===== src/rtl/modn_updown_counter_pkg.sv =====
// modn_updown_counter_pkg: shared helpers and types for the mod-N counter family
package modn_pkg;

    typedef enum logic {DIR_DOWN = 1'b0, DIR_UP = 1'b1} dir_e;

    function automatic int clog2(input int v);
        int r;
        r = 0;
        while ((1 << r) < v) r++;
        return r;
    endfunction

endpackage


===== src/rtl/modn_updown_counter_if.sv =====
// modn_updown_counter_if: control/status bundle of the counter; mod_in exists only with MODN_RUNTIME_MOD_EN
interface modn_updown_counter_if #(parameter int WIDTH = 4);

    logic             en;
    logic             up;
    logic             load;
    logic [WIDTH-1:0] load_val;
`ifdef MODN_RUNTIME_MOD_EN
    logic [WIDTH-1:0] mod_in;
`endif
    logic [WIDTH-1:0] counter;
    logic             tc;
    logic             zero;

    modport master (
`ifdef MODN_RUNTIME_MOD_EN
        output mod_in,
`endif
        output en, up, load, load_val,
        input  counter, tc, zero
    );

    modport slave (
`ifdef MODN_RUNTIME_MOD_EN
        input  mod_in,
`endif
        input  en, up, load, load_val,
        output counter, tc, zero
    );

endinterface


===== src/rtl/modn_updown_counter_next_calc.sv =====
// modn_next_calc: combinational next count and terminal-count strobe, expressed against last = M-1
module modn_next_calc
    import modn_pkg::*;
#(
    parameter int WIDTH = 4
) (
    input  logic [WIDTH-1:0] count_i,
    input  logic [WIDTH-1:0] last_i,
    input  logic             up_i,
    input  logic             en_i,
    input  logic             load_i,
    input  logic [WIDTH-1:0] load_val_i,
    output logic [WIDTH-1:0] count_o,
    output logic             tc_o
);

    dir_e dir;
    logic wrap;

    // wrap covers both the normal wrap point and an out-of-range count left by a modulus shrink
    always_comb begin
        dir     = dir_e'(up_i);
        wrap    = (dir == DIR_UP) ? (count_i >= last_i) : (count_i == '0 || count_i > last_i);
        tc_o    = en_i & ~load_i & wrap;
        count_o = load_i ? ((load_val_i > last_i) ? last_i : load_val_i)
                : !en_i ? count_i
                : (dir == DIR_UP) ? (wrap ? '0 : count_i + WIDTH'(1))
                : (wrap ? last_i : count_i - WIDTH'(1));
    end

endmodule


===== src/rtl/modn_updown_counter.sv =====
// modn_updown_counter: mod-N up/down counter with load and chainable tc; MODN_RUNTIME_MOD_EN adds run-time modulus
module modn_updown_counter
    import modn_pkg::*;
#(
    parameter int N     = 15,
    parameter int WIDTH = clog2(N)
) (
    input logic                   clk,
    input logic                   reset,
    modn_updown_counter_if.slave  bus
);

    logic [WIDTH-1:0] counter_q;
    logic [WIDTH-1:0] counter_d;
    logic [WIDTH-1:0] last;

`ifdef MODN_RUNTIME_MOD_EN
    // mod_in of 0 or 1 both behave as a modulus of 1
    assign last = (bus.mod_in < WIDTH'(2)) ? '0 : bus.mod_in - WIDTH'(1);
`else
    localparam logic [WIDTH-1:0] LAST = WIDTH'(N - 1);
    assign last = LAST;
`endif

    modn_next_calc #(.WIDTH(WIDTH)) u_next (
        .count_i    (counter_q),
        .last_i     (last),
        .up_i       (bus.up),
        .en_i       (bus.en),
        .load_i     (bus.load),
        .load_val_i (bus.load_val),
        .count_o    (counter_d),
        .tc_o       (bus.tc)
    );

    // count register; reset clears it without waiting for a clock
    always_ff @(posedge clk or posedge reset) begin
        if (reset) counter_q <= '0;
        else       counter_q <= counter_d;
    end

    assign bus.counter = counter_q;
    assign bus.zero    = (counter_q == '0);

endmodule


===== src/flat_wrapper.sv =====
// flat-port wrapper written by rule: the top's interface ports become plain ports
module modn_updown_counter_flat import modn_pkg::*;
#(
    parameter int N     = 15,
    parameter int WIDTH = clog2(N)
)
  (clk, reset, bus_en, bus_up, bus_load, bus_load_val, bus_counter, bus_tc, bus_zero);
  modn_updown_counter_if #(.WIDTH(WIDTH)) bus_i ();
  input logic clk;
  input logic reset;
  input wire logic [$bits(bus_i.en)-1:0] bus_en;
  input wire logic [$bits(bus_i.up)-1:0] bus_up;
  input wire logic [$bits(bus_i.load)-1:0] bus_load;
  input wire logic [$bits(bus_i.load_val)-1:0] bus_load_val;
  output wire logic [$bits(bus_i.counter)-1:0] bus_counter;
  output wire logic [$bits(bus_i.tc)-1:0] bus_tc;
  output wire logic [$bits(bus_i.zero)-1:0] bus_zero;
  assign bus_i.en = bus_en;
  assign bus_i.up = bus_up;
  assign bus_i.load = bus_load;
  assign bus_i.load_val = bus_load_val;
  assign bus_counter = bus_i.counter;
  assign bus_tc = bus_i.tc;
  assign bus_zero = bus_i.zero;
  modn_updown_counter #(.N(N), .WIDTH(WIDTH)) u_core (.clk(clk), .reset(reset), .bus(bus_i));
endmodule

===== config.mk =====
export PLATFORM = sky130hd
export DESIGN_NAME = modn_updown_counter_flat
export DESIGN_NICKNAME = d
export VERILOG_FILES = /design/src/rtl/modn_updown_counter_pkg.sv /design/src/rtl/modn_updown_counter_if.sv /design/src/rtl/modn_updown_counter_next_calc.sv /design/src/rtl/modn_updown_counter.sv /design/src/flat_wrapper.sv
export SDC_FILE = /design/constraint.sdc
export NUM_CORES = 1
export LEC_CHECK = 0
export BUFFER_PORTS_ARGS = -buffer_cell sky130_fd_sc_hd__buf_2
export CAP_MARGIN = 20
export CORE_MARGIN = 1
export CORE_UTILIZATION = 48
export CTS_CLUSTER_DIAMETER = 60
export DETAILED_ROUTE_END_ITERATION = 10
export GPL_TIMING_DRIVEN = 1
export PLACE_DENSITY = 0.74
export SLEW_MARGIN = 25
export SYNTH_ARGS = -nofsm -noshare
export SYNTH_HDL_FRONTEND = slang
export SYNTH_HIERARCHICAL = 1
export SYNTH_SLANG_ARGS = --single-unit

===== constraint.sdc =====
create_clock -name clk -period 1.6 [get_ports clk]
set_input_delay 0.08 -clock clk [delete_from_list [all_inputs] [get_ports clk]]
set_output_delay 0.08 -clock clk [all_outputs]
set_load 0.01 [all_outputs]

==> key figures <==
Placement
  – GP Congestion: approximately 0.85
  – Place WS: -0.2451 ns
  – DP HPWL: 1522 µm
  – Cell count after placement: about 140
  – Post-DP Area: 950.9 µm²
  – PortBufs: 14

Setup path
  – Flop2flop setup slack: -0.27 ns
  – WP data required: about 1.7 ns
  – Arrival @ worst endpoint: approximately 2.0 ns
  – Crit path launch type: flip-flop
  – CP Max Fanout: 3
  – Crit. End Element: flip-flop
  – Critical path type: reg2reg
  – Critical R2R Capture: u_core/bus.counter[2]$_DFF_PP0_
  – Register-to-Register Path Depth: 6
  – R2r startpoint: u_core/bus.counter[1]$_DFF_PP0_

Clock network
  – Bufs on Longest Clock Path: 2
  – Clock sink total: 4
  – CTS tree: built
  – Clock root buffer master: clkbuf_4
  – H-tree levels: 1
  – TritonCTS buffer count: 3
  – Clock latency on the worst-skew pair: approximately 0.25 ns
  – Clock Pin Slew Worst Setup and Hold Paths: roughly 0.040 ns

Drt
  – Routed len/inst: roughly 13 µm
  – DRT antenna net count: 0
  – Routed wire length: roughly 2000 µm
  – DR vias/cell: ~5.6
  – Via Count: about 830
  – Pre-antenna DRT Iters: 4
  – Post-route DRC violation count: 0
  – Iteration-0 DRC Markers: 32

Logic synthesis
  – Yosys reg bits: 4
  – Most frequent cell after synthesis: a21oi_1
  – Syn_area_per_cell: approximately 7.4 µm²
  – Sequential share of the synthesized area: between 10% and 20%
  – Number of synthesized flops with an enable pin: 0
  – Leading area contributor after synthesis: ha_1
  – Yosys cell types: 37
  – Area fraction of the dominant cell type after synthesis: approximately 18%
  – Mapped Cells: 96
  – Top post-synthesis cells by area: ha_1 18%, dfrtp_1 14%, a21oi_1 7.7%, inv_1 4.7%, nor2_1 4.7%
  – Warnings, synthesis: 6
  – Ys flop type: dfrtp_1
  – Top cells by count, synth: 11 x a21oi_1, 10 x ha_1, 9 x inv_1, 9 x nor2_1, 6 x nand2_1
  – Post-Syn Area: around 710 µm²
  – Async S/R FF share, synth: 100.0%

Final layout
  – Nets@finish: ~150
  – Max reg flops: 4
  – Final Non-Filler Cells: 148
  – Syn-to-layout area delta: 44.39%
  – Area of the multi-input gates: 676.9 µm²
  – FF/Latch Area: between 100 and 150 µm²
  – Fillcell total: 104
  – Ant. Diodes: 0
  – Final design utilization: about 77%
  – Layout cell share with drive strength beyond 1: between 30 and 40%
  – Final Cell Area: between 1000 and 1500 µm²

Global routing
  – Antenna violations before repair: 0
  – Grt total ovfl: 0
  – Vias in the first global route: between 700 and 800
  – Largest net degree at the start of global routing: 13
  – First-pass GRT wire length: between 3000 and 4000 µm
  – Overall global routing resource usage: 29.11%

Timing
  – Final hold vios: 0
  – Crit share post-route: 117.0%
  – Fin. max-slew vios: 0
  – Fin crit period: approximately 1.9 ns
  – RSZ-0062 raised after global routing: yes
  – Worst Skew: just under 0.008 ns
  – # setup viols final: 5
  – Final worst-path setup slack: -0.2728 ns
  – Setup TNS: -1.053 ns
  – F_max: 534.0 MHz

Status
  – Failing checks: setup timing
  – Status: finished with violations

Die
  – Die Ht: slightly above 40 µm
  – CORE AREA: 1334 µm²
  – # IOs: 15
  – Initial core utilization: 53.47%
  – Total die area: roughly 1600 µm²
  – FP Rows: 13
  – Chip width: 40.55 µm

Hold path
  – WHS Path Cells: 3
  – Hold endpoint: u_core/bus.counter[1]$_DFF_PP0_
  – Hold WC Path Type: in2reg
  – Hold_sp: bus_load

Power and ir drop
  – Worst-case vdd ir drop: about 0.49 mV
  – PD cells: around 770 nW/µm²
  – Static Leak: between 0.5 and 0.6 nW

Flow run
  – Max-Cap Viols: 0
==> repair_timing <==
item | CTS | global route
hold buffers | 1 | 0
pin swaps | 7 | 3
setup buffers | 3 | 0
gates resized for setup | 2 | 4
endpoints found under the setup margin | 5 | 5
hold endpoints to repair | 4 | 0
==> report_power, final <==
part           internal (W)  switching (W)  total [W]
Clock             0.0000845      0.0000504   0.000135
Sequential         0.000125      0.0000352   0.000160
Combinational      0.000242       0.000259   0.000501
==> layout make-up <==
cell class | instances | area share [%]
Timing Repair Buffer | 26 | 16.16
Inverter | 10 | 3.888
Tap cell | 15 | 1.823
Clock buffer | 3 | 2.187
Sequential cell | 4 | 10.21
Multi-Input combinational cell | 90 | 65.73
==> routing by layer <==
metal	global-route usage (%)	routed length (µm)	vias to the layer above
met2	50.40	1013	33
met4	10.00	17	0
met3	10.56	122	2
li1	-	-	418
met5	0	0	-
met1	32.25	830	374
==> cells by family (layout without fill, tap and decap cells) <==
family                     Yosys count  in the layout  synth area share (%)
buffers and inverters               12             39                 6.315
and+or+nand+nor                     34             34                 27.02
other                                2             12                 1.053
DFF                                  4              4                 14.04
adders and majority gates           10             10                 17.54
muxes                                2              2                 2.807
xor gates and xnor gates             3              3                 3.685
AOI/OAI and AO/OA                   29             29                 27.55
==> layout by cell type (no fill, tap or decap), types with 2 or more instances in the layout <==
master,n
buf_2,14
conb_1,12
buf_4,10
a21oi_1,10
nor2_1,8
inv_1,7
nand2_1,6
ha_1,6
dfrtp_2,4
nand2b_1,4
nand3_1,4
ha_4,4
clkbuf_4,3
xor2_1,3
nand4_1,2
mux2i_1,2
inv_2,2
o21ai_2,2
a221o_1,2
nor3_1,2
a31oi_1,2
==> critical path, stage by stage, from the launching register on <==
cell and delay, ns:
dfrtp_2 0.43, ha_4 0.22, nor2b_4 0.12, o211ai_1 0.30
a311o_1 0.28, o21ai_2 0.08, a221o_1 0.33
==> worst max-delay path by stage <==
stage / startpoint / to / slack, ns / cells past startpoint
finish: u_core/bus.counter[1]$_DFF_PP0_ / u_core/bus.counter[2]$_DFF_PP0_ / -0.27 / 6
global route: u_core/bus.counter[1]$_DFF_PP0_ / bus_tc / -0.31 / 7
CTS: u_core/bus.counter[1]$_DFF_PP0_ / bus_tc / -0.20 / 7
detailed placement: u_core/bus.counter[1]$_DFF_PP0_ / u_core/bus.counter[2]$_DFF_PP0_ / -0.25 / 6
global placement: u_core/bus.counter[1]$_DFF_PP0_ / u_core/bus.counter[2]$_DFF_PP0_ / -0.18 / 6
floorplan: u_core/bus.counter[1]$_DFF_PP0_ / u_core/bus.counter[3]$_DFF_PP0_ / -0.04 / 6
==> per-stage QoR <==
stage / hold WS (ns) / total power, W
2_1_floorplan: -0.1539 / 0.0004598
3_5_place_dp: -0.02233 / 0.0006019
4_1_cts: 0.2399 / 0.0007664
6_report: 0.2383 / 0.0007962
3_3_place_gp: -0.02370 / 0.0005903
5_1_grt: 0.2519 / 0.0008576
Power figures use the tool's default switching activity.
